===== config.mk =====
export PLATFORM = sky130hd
export DESIGN_NAME = ttt_game_ctrl
export DESIGN_NICKNAME = d
export VERILOG_FILES = /design/src/rtl/ttt_game_ctrl.sv
export SDC_FILE = /design/constraint.sdc
export NUM_CORES = 1
export LEC_CHECK = 0
export ABC_AREA = 1
export CAP_MARGIN = 10
export CORE_ASPECT_RATIO = 0.6
export CORE_UTILIZATION = 52
export DETAILED_ROUTE_END_ITERATION = 10
export MAX_ROUTING_LAYER = met4
export PLACE_DENSITY = 0.76
export SKIP_CTS_REPAIR_TIMING = 1
export SLEW_MARGIN = 20
export SYNTH_ARGS = -nofsm -noshare
export SYNTH_HDL_FRONTEND = slang
export SYNTH_SLANG_ARGS = --single-unit

===== constraint.sdc =====
create_clock -name clk -period 2.1 [get_ports clk]
set_input_delay 0.42 -clock clk [delete_from_list [all_inputs] [get_ports clk]]
set_output_delay 0.42 -clock clk [all_outputs]
set_load 0.03 [all_outputs]

===== src/rtl/ttt_game_ctrl.sv =====
// ttt_game_ctrl: tic-tac-toe engine that debounces keypad codes, owns the board and detects win/draw.
//   clk, rst (async, active-high)
//   game_en      : 1 = game mode, 0 = title mode (forces IDLE, clears game)
//   key_data[3:0]: scanner code, 1-9 cells, 10 = left, 11 = right
//   board[17:0]  : cell k at [2k-1:2k-2], 00 empty, 01 X, 10 O
//   turn_o, winner[1:0], game_over, move_count[3:0], move_pulse, reject_pulse, is_right, state_o[1:0]
//   win_line[8:0]: cells of the completed line(s), present only when WIN_LINE_EN is defined
module ttt_game_ctrl #(
    parameter int DEBOUNCE_CYCLES = 250000,
    localparam int CNT_W = $clog2(DEBOUNCE_CYCLES + 1)
) (
    input  logic        clk,
    input  logic        rst,
    input  logic        game_en,
    input  logic [3:0]  key_data,
    output logic [17:0] board,
    output logic        turn_o,
    output logic [1:0]  winner,
    output logic        game_over,
    output logic [3:0]  move_count,
    output logic        move_pulse,
    output logic        reject_pulse,
    output logic        is_right,
`ifdef WIN_LINE_EN
    output logic [8:0]  win_line,
`endif
    output logic [1:0]  state_o
);
    typedef enum logic [1:0] {IDLE, PLAY, CHECK, OVER} state_t;
    localparam logic [CNT_W-1:0] CNT_MAX = CNT_W'(DEBOUNCE_CYCLES);
    localparam logic [8:0] LINES [8] = '{9'b000000111, 9'b000111000, 9'b111000000, 9'b001001001,
                                          9'b010010010, 9'b100100100, 9'b100010001, 9'b001010100};
    state_t state_q, state_d;
    logic [3:0] kd_q, kd_prev_q, pcode_q, mc_q, mc_d;
    logic [CNT_W-1:0] cnt_q, cnt_d;
    logic armed_q, armed_d, press_q, press_d, hit;
    logic [17:0] board_q, board_d;
    logic turn_q, turn_d, mp_q, mp_d, rj_q, rj_d, right_q, right_d, over_q, over_d;
    logic [1:0] winner_q, winner_d, mover;
    logic [4:0] pos;
    logic is_cell;
    logic [8:0] own, line_or;
    // A press fires once when a nonzero code first becomes stable; only a stable zero rearms.
    always_comb begin
        cnt_d   = (kd_q != kd_prev_q) ? '0 : (cnt_q == CNT_MAX) ? cnt_q : cnt_q + 1'b1;
        hit     = (cnt_q != CNT_MAX) && (cnt_d == CNT_MAX);
        press_d = hit && (kd_q != 4'd0) && armed_q;
        armed_d = hit ? (kd_q == 4'd0) : armed_q;
        right_d = (press_q && pcode_q == 4'd10) ? 1'b0 : (press_q && pcode_q == 4'd11) ? 1'b1 : right_q;
    end
    always_comb begin
        mover   = turn_q ? 2'b10 : 2'b01;
        pos     = {pcode_q, 1'b0} - 5'd2;
        is_cell = (pcode_q >= 4'd1) && (pcode_q <= 4'd9);
        own     = '0;
        line_or = '0;
        for (int i = 0; i < 9; i++) own[i] = (board_q[2*i +: 2] == mover);
        for (int i = 0; i < 8; i++) if ((own & LINES[i]) == LINES[i]) line_or = line_or | LINES[i];
    end
    always_comb begin
        state_d  = state_q;
        board_d  = board_q;
        turn_d   = turn_q;
        winner_d = winner_q;
        mc_d     = mc_q;
        mp_d     = 1'b0;
        rj_d     = 1'b0;
        case (state_q)
            IDLE: begin
                board_d  = '0;
                winner_d = 2'b00;
                mc_d     = 4'd0;
                turn_d   = 1'b0;
                if (game_en) state_d = PLAY;
            end
            PLAY: begin
                if (press_q && is_cell) begin
                    if (board_q[pos +: 2] == 2'b00) begin
                        board_d[pos +: 2] = mover;
                        mc_d    = (mc_q == 4'd9) ? mc_q : mc_q + 4'd1;
                        mp_d    = 1'b1;
                        state_d = CHECK;
                    end else begin
                        rj_d = 1'b1;
                    end
                end
            end
            CHECK: begin
                if (|line_or) begin
                    winner_d = mover;
                    state_d  = OVER;
                end else if (mc_q == 4'd9) begin
                    winner_d = 2'b11;
                    state_d  = OVER;
                end else begin
                    turn_d  = ~turn_q;
                    state_d = PLAY;
                end
            end
            default: ;
        endcase
        if (!game_en) begin
            state_d  = IDLE;
            board_d  = '0;
            winner_d = 2'b00;
            mc_d     = 4'd0;
            turn_d   = 1'b0;
            mp_d     = 1'b0;
            rj_d     = 1'b0;
        end
        over_d = (state_d == OVER);
    end
    always_ff @(posedge clk or posedge rst) begin
        if (rst) begin
            kd_q      <= '0;
            kd_prev_q <= '0;
            pcode_q   <= '0;
            cnt_q     <= '0;
            armed_q   <= 1'b1;
            press_q   <= 1'b0;
            state_q   <= IDLE;
            board_q   <= '0;
            turn_q    <= 1'b0;
            winner_q  <= 2'b00;
            mc_q      <= 4'd0;
            mp_q      <= 1'b0;
            rj_q      <= 1'b0;
            right_q   <= 1'b0;
            over_q    <= 1'b0;
        end else begin
            kd_q      <= key_data;
            kd_prev_q <= kd_q;
            pcode_q   <= kd_q;
            cnt_q     <= cnt_d;
            armed_q   <= armed_d;
            press_q   <= press_d;
            state_q   <= state_d;
            board_q   <= board_d;
            turn_q    <= turn_d;
            winner_q  <= winner_d;
            mc_q      <= mc_d;
            mp_q      <= mp_d;
            rj_q      <= rj_d;
            right_q   <= right_d;
            over_q    <= over_d;
        end
    end
`ifdef WIN_LINE_EN
    logic [8:0] wl_q, wl_d;
    always_comb wl_d = !game_en ? 9'd0 : (state_q == CHECK) ? line_or : wl_q;
    always_ff @(posedge clk or posedge rst) begin
        if (rst) wl_q <= '0;
        else     wl_q <= wl_d;
    end
    assign win_line = wl_q;
`endif
    assign board        = board_q;
    assign turn_o       = turn_q;
    assign winner       = winner_q;
    assign game_over    = over_q;
    assign move_count   = mc_q;
    assign move_pulse   = mp_q;
    assign reject_pulse = rj_q;
    assign is_right     = right_q;
    assign state_o      = state_q;
endmodule


# Word-level counts from Yosys, hierarchy flattened
# Cells that the tools add are included.
op_classes:
  reduce_logical: 17
  add_sub_neg: 4
  shift: 3
  n_bitwise: 1
  n_mux: 45
  n_eq_ne: 35
  magnitude_cmp: 2
ops:
  columns: ["operator", "n"]
  rows:
  - ["2-to-1 mux 18 bit", 5]
  - ["equality test 18 bit, second input constant", 2]
  - ["case mux 18 bit (2 select lines)", 1]
  - ["2-to-1 mux 9 bit", 3]
  - ["equality test 3 bit, second input constant", 8]
  - ["adder 18 x 1 -> 18 bit, second input constant", 1]
  - ["bitwise mux 18 bit", 1]
  - ["equality test 2 bit", 9]
  - ["2-to-1 mux 2 bit", 9]
  - ["inequality test 18 bit, second input constant", 1]
  - ["variable shift 2 x 7 -> 18 bit, first input constant", 1]
  - ["indexed part select 18 x 6 -> 2 bit", 1]
  - ["indexed part select 2 x 7 -> 18 bit", 1]
  - ["2-to-1 mux 4 bit", 4]
  - ["inequality test 3 bit, second input constant", 5]
  - ["2-to-1 mux 7 bit", 2]
  - ["2-to-1 mux 1 bit", 13]
  - ["equality test 4 bit, second input constant", 3]
  - ["OR reduction 9 bit", 1]
  - ["2-to-1 mux 8 bit", 1]
  - ["case mux 4 bit (2 select lines)", 1]
  - ["logical AND 1 bit", 7]
  - ["negator 5 -> 7 bit", 1]
  - ["2-to-1 mux 6 bit", 1]
  - ["other kinds (21)", 25]
totals:
  in_bits: 7
  regBits: 59
  output_inout_bits: 31
  elab_cells: 121

# Logic depth before layout (Yosys ltp)
depth:
  ltp_word: 16
  ltp_mapped: 16
  ltp_nobuf: 15

# Least setup slack after synthesis
# No wires, ideal clock.
synth_timing:
  kind: "register -> register"
  start: "register pcode_q[0]"
  end: "register mc_q[0], in the netlist move_count[0]"
  n_path_buf: 2
  synth_period_minus_slack_ns: 2.104
  stages_incl_launch_ff: 17
  slack_ns: -0.004
  setup_time_ns: 0.118
  arrival_ns: 1.986
  t_required_ns: 1.982
  cell_sequence: "dfrtp_1 > buf_6 > inv_6 > ha_1 > inv_1 > nand2_1 > o21ai_0 > inv_1 > nand4_1 > nand2_1 > nand4_2 > nand2_1 > inv_1 > buf_6 > nand2_2 > nand2_1 > nand2_1"
synth_via:
  elab_chain_cells: 5
  elab_cells_between_ends: 10
  cone_classes: "add/sub (1); order compare (2); eq/ne (2); shift (1); reduce/logical (4)"
synth_rtl:
  columns: ["element", "line", "source"]
  rows:
  - ["start: declaration", "34", "logic [3:0] kd_q, kd_prev_q, pcode_q, mc_q, mc_d;"]
  - ["start signal: assignment", "133", "pcode_q <= kd_q;"]
  - ["subtractor 5 x 2 -> 5 bit (tied with other cells)", "53", "pos = {pcode_q, 1'b0} - 5'd2;"]
  - ["indexed part select 18 x 6 -> 2 bit or logical AND 1 bit (tied branches)", "78, 54", null]
  - ["zero test 2 bit or logical AND 1 bit (tied branches)", "78, 77", null]
  - ["inequality test 3 bit (no line)", null, null]
  - ["AND reduction 4 bit (no line) (*)", null, null]
  - ["end signal: assignment", "141", "mc_q <= mc_d;"]
  - ["end: declaration", "34", null]
# Every way passes the cells marked *; elsewhere a longest branch is shown, timed or not.
# A chain may end at the register's enable or synchronous reset.

# Worst setup path after layout
layout_timing:
  start: "register pcode_q[0]"
  end: "register mc_q[3], in the netlist move_count[3]"
# Same word-level chain as after synthesis.

==> qor.yml <==
outcome: "finished clean"
syn_inst: 581
vias: 4037
finClkSkew_ps: 4.52
p_per_area_nw_per_um2: 572
ir_drop_mv: 0.627
final_common_cell: "nand2_1"
drt_pass1_iterations: 5
yosys-mux-area-fraction_pct: 0
pwr-share-clk_pct: 46.9
switching_share_pct: 25.8
multi_input_area_um2: 2160
hold_class: "register to register"
coreArea_um2: 7360
p_int_w: 0.00209
finalSetupTns_ps: 0
dp_hpwl_um: 8280
pwr-share-seq_pct: 41.6
clkTransAtPathRegs_ps: 50
cp-end-kind: "register"
mostFrequentLayoutCells: "nand2_1, inv_1, nand3_1"
final_net_count: 658
num_io_pins: 38
synth_seq_cells: 59
switchingPower_w: 0.000727
placed_area_um2: 4600
grt.overflow.total: 0
rows: 24
leakagePower_nw: 2.59
grt_pass1_wl_um: 17800
cts_root_buffer: "clkbuf_16"
antenna_left: 0
die_h_um: 69.9
synth_xor_xnor_area_share_pct: 1.75
pwr-share-comb_pct: 11.5
cts-buffers-inserted: 9
initial_core_util_pct: 54.3
ys_types: 35
fillers: 660
io_buffers: 37
total_power_w: 0.00282
timing.final.crit_share_pct: 95.9
ys_warn_count: 0
rsz0062_at_grt: "yes"
synth_fp_nets: 599
first_global_vias: 3605
die_w_um: 115
startpoint_type: "register"
hold_violations: 0
seqCellArea_um2: 1480
synth_compound_area_share_pct: 4.82
arrival_ps: 2230
period_minus_slack_ps: 2010
die-area_um2: 8050
synth_area_per_cell_um2: 6.88
setup_viol: 0
htreeDepth: 3
drv_cap: 0
wl_per_cell_um: 14.4
finalInstanceArea_um2: 4920
path_class: "register to register"
routed_wirelength_um: 10800
place.gp.congestion: 0.961
cts.path.max_buffers: 2
drt_iter0_drc: 360
synth_simple_gate_area_share_pct: 43.1
grt_usage_pct: 30.6
tightest_slew_ps: 492
grt_max_degree: 23
holdWs_ps: 431
max_freq_ghz: 0.496
via_per_inst: 5.39
synth_area_um2: 4000
worst_skew_pair.late_latency_ps: 330
cp_max_fo: 20
clock-sinks: 59
drcViolationCount: 0
slew_headroom_pct: 66.9
areaGrowthSynthToFinish_pct: 23.3
drv_slew: 0
cts_tree: "built"
ys_seq_area_share_pct: 37.0
antenna_cells_inserted: 0
drive_above_1_share_pct: 14.3
synth_top_family_by_area: "simple AND/OR/NAND/NOR gates"
synth-adder-area-share_pct: 3.45
antenna_found_initial: 0
required_ps: 2320
[through the flow]
stage / util [%] / setup WS (ps) / instances
after floorplan: - / 32.1 / 581
after global placement: 62.5 / 58.6 / 731
after detailed placement: 62.5 / -89.1 / 731
after CTS: 66.1 / -35.2 / 747
after global routing: 66.9 / -23.3 / 749
final: 66.9 / 85.9 / 749
[synthesized netlist by cell type, drive strengths merged]
cell | count | area (um^2)
a21o | 1 | 7.51
a21oi | 6 | 33.8
a31oi | 3 | 18.8
and2 | 1 | 6.26
and3 | 1 | 6.26
buf | 7 | 53.8
clkbuf | 1 | 7.51
clkinv | 1 | 3.75
dfrtp | 58 | 1450
dfstp | 1 | 26.3
ha | 11 | 138
inv | 87 | 332
nand2 | 187 | 744
nand3 | 73 | 390
nand3b | 2 | 27.5
nand4 | 15 | 100
nor2 | 79 | 374
nor3 | 8 | 40.0
nor4 | 5 | 31.3
o21a | 1 | 7.51
o21ai | 25 | 125
xnor2 | 2 | 17.5
xor2 | 6 | 52.6
[critical path: stages (launching register included)]
cell and delay, ps:
dfrtp_1 420, inv_6 120, ha_4 220, inv_2 50, nand2_1 80, o21ai_1 170
inv_1 60, nand4_1 70, nand2_1 80, nand4_2 80, nand2_1 60, inv_1 90
buf_12 160, nand2_2 80, nand2_1 80, nand2_1 70
[cells by family after synthesis]
group,Yosys count
adders and majority gates,11
DFF,59
buffers and inverters,96
and+or+nand+nor,371
xor gates and xnor gates,8
AOI/OAI and AO/OA,36
[flip-flops by register name, summed over array words and instances, names as in the netlist]
register      count
armed_q           1
board            18
cnt_q            18
game_over         1
is_right          1
kd_q              4
move_count        4
move_pulse        1
pcode_q           4
press_q           1
reject_pulse      1
state_o           2
turn_o            1
winner            2
[path summary, 6_finish.rpt]
check / depth (start not counted) / slack (ps) / from / to
setup / recovery: 15 / 90 / pcode_q[0] / move_count[3]
hold / removal: 0 / 430 / kd_q[3] / pcode_q[3]
setup reg to reg: 15 / 90 / pcode_q[0] / move_count[3]
hold reg to reg: 0 / 430 / kd_q[3] / pcode_q[3]
max in group asynchronous: 3 / 1110 / rst / armed_q
min in group asynchronous: 2 / 440 / rst / cnt_q[2]
[layer usage]
layer / track usage (%) / share of wire [%] / vias up
li1: - / - / 1969
met1: 45.5 / 49 / 1855
met2: 38.5 / 39 / 198
met3: 11.0 / 11 / 15
met4: 7.94 / 1.2 / 0
met5: - / 0 / -
[final cells by class]
| cell class | count | area share, % |
|---|---|---|
| clock buffer | 13 | 5.08 |
| clock inverter | 3 | 0.305 |
| inverter | 88 | 6.91 |
| multi-input combinational | 426 | 43.8 |
| sequential | 59 | 30.0 |
| tap | 104 | 2.64 |
| timing repair buffer | 56 | 11.2 |
[power by group through the flow]
stage	clock (W)	sequential (W)	combinational [W]
after floorplan	0	0.00120	0.000191
after global placement	0	0.00119	0.000292
after detailed placement	0	0.00119	0.000301
after CTS	0.00134	0.00117	0.000303
after global routing	0.00140	0.00117	0.000359
final	0.00132	0.00117	0.000324
(Power assumes the default switching activity.)
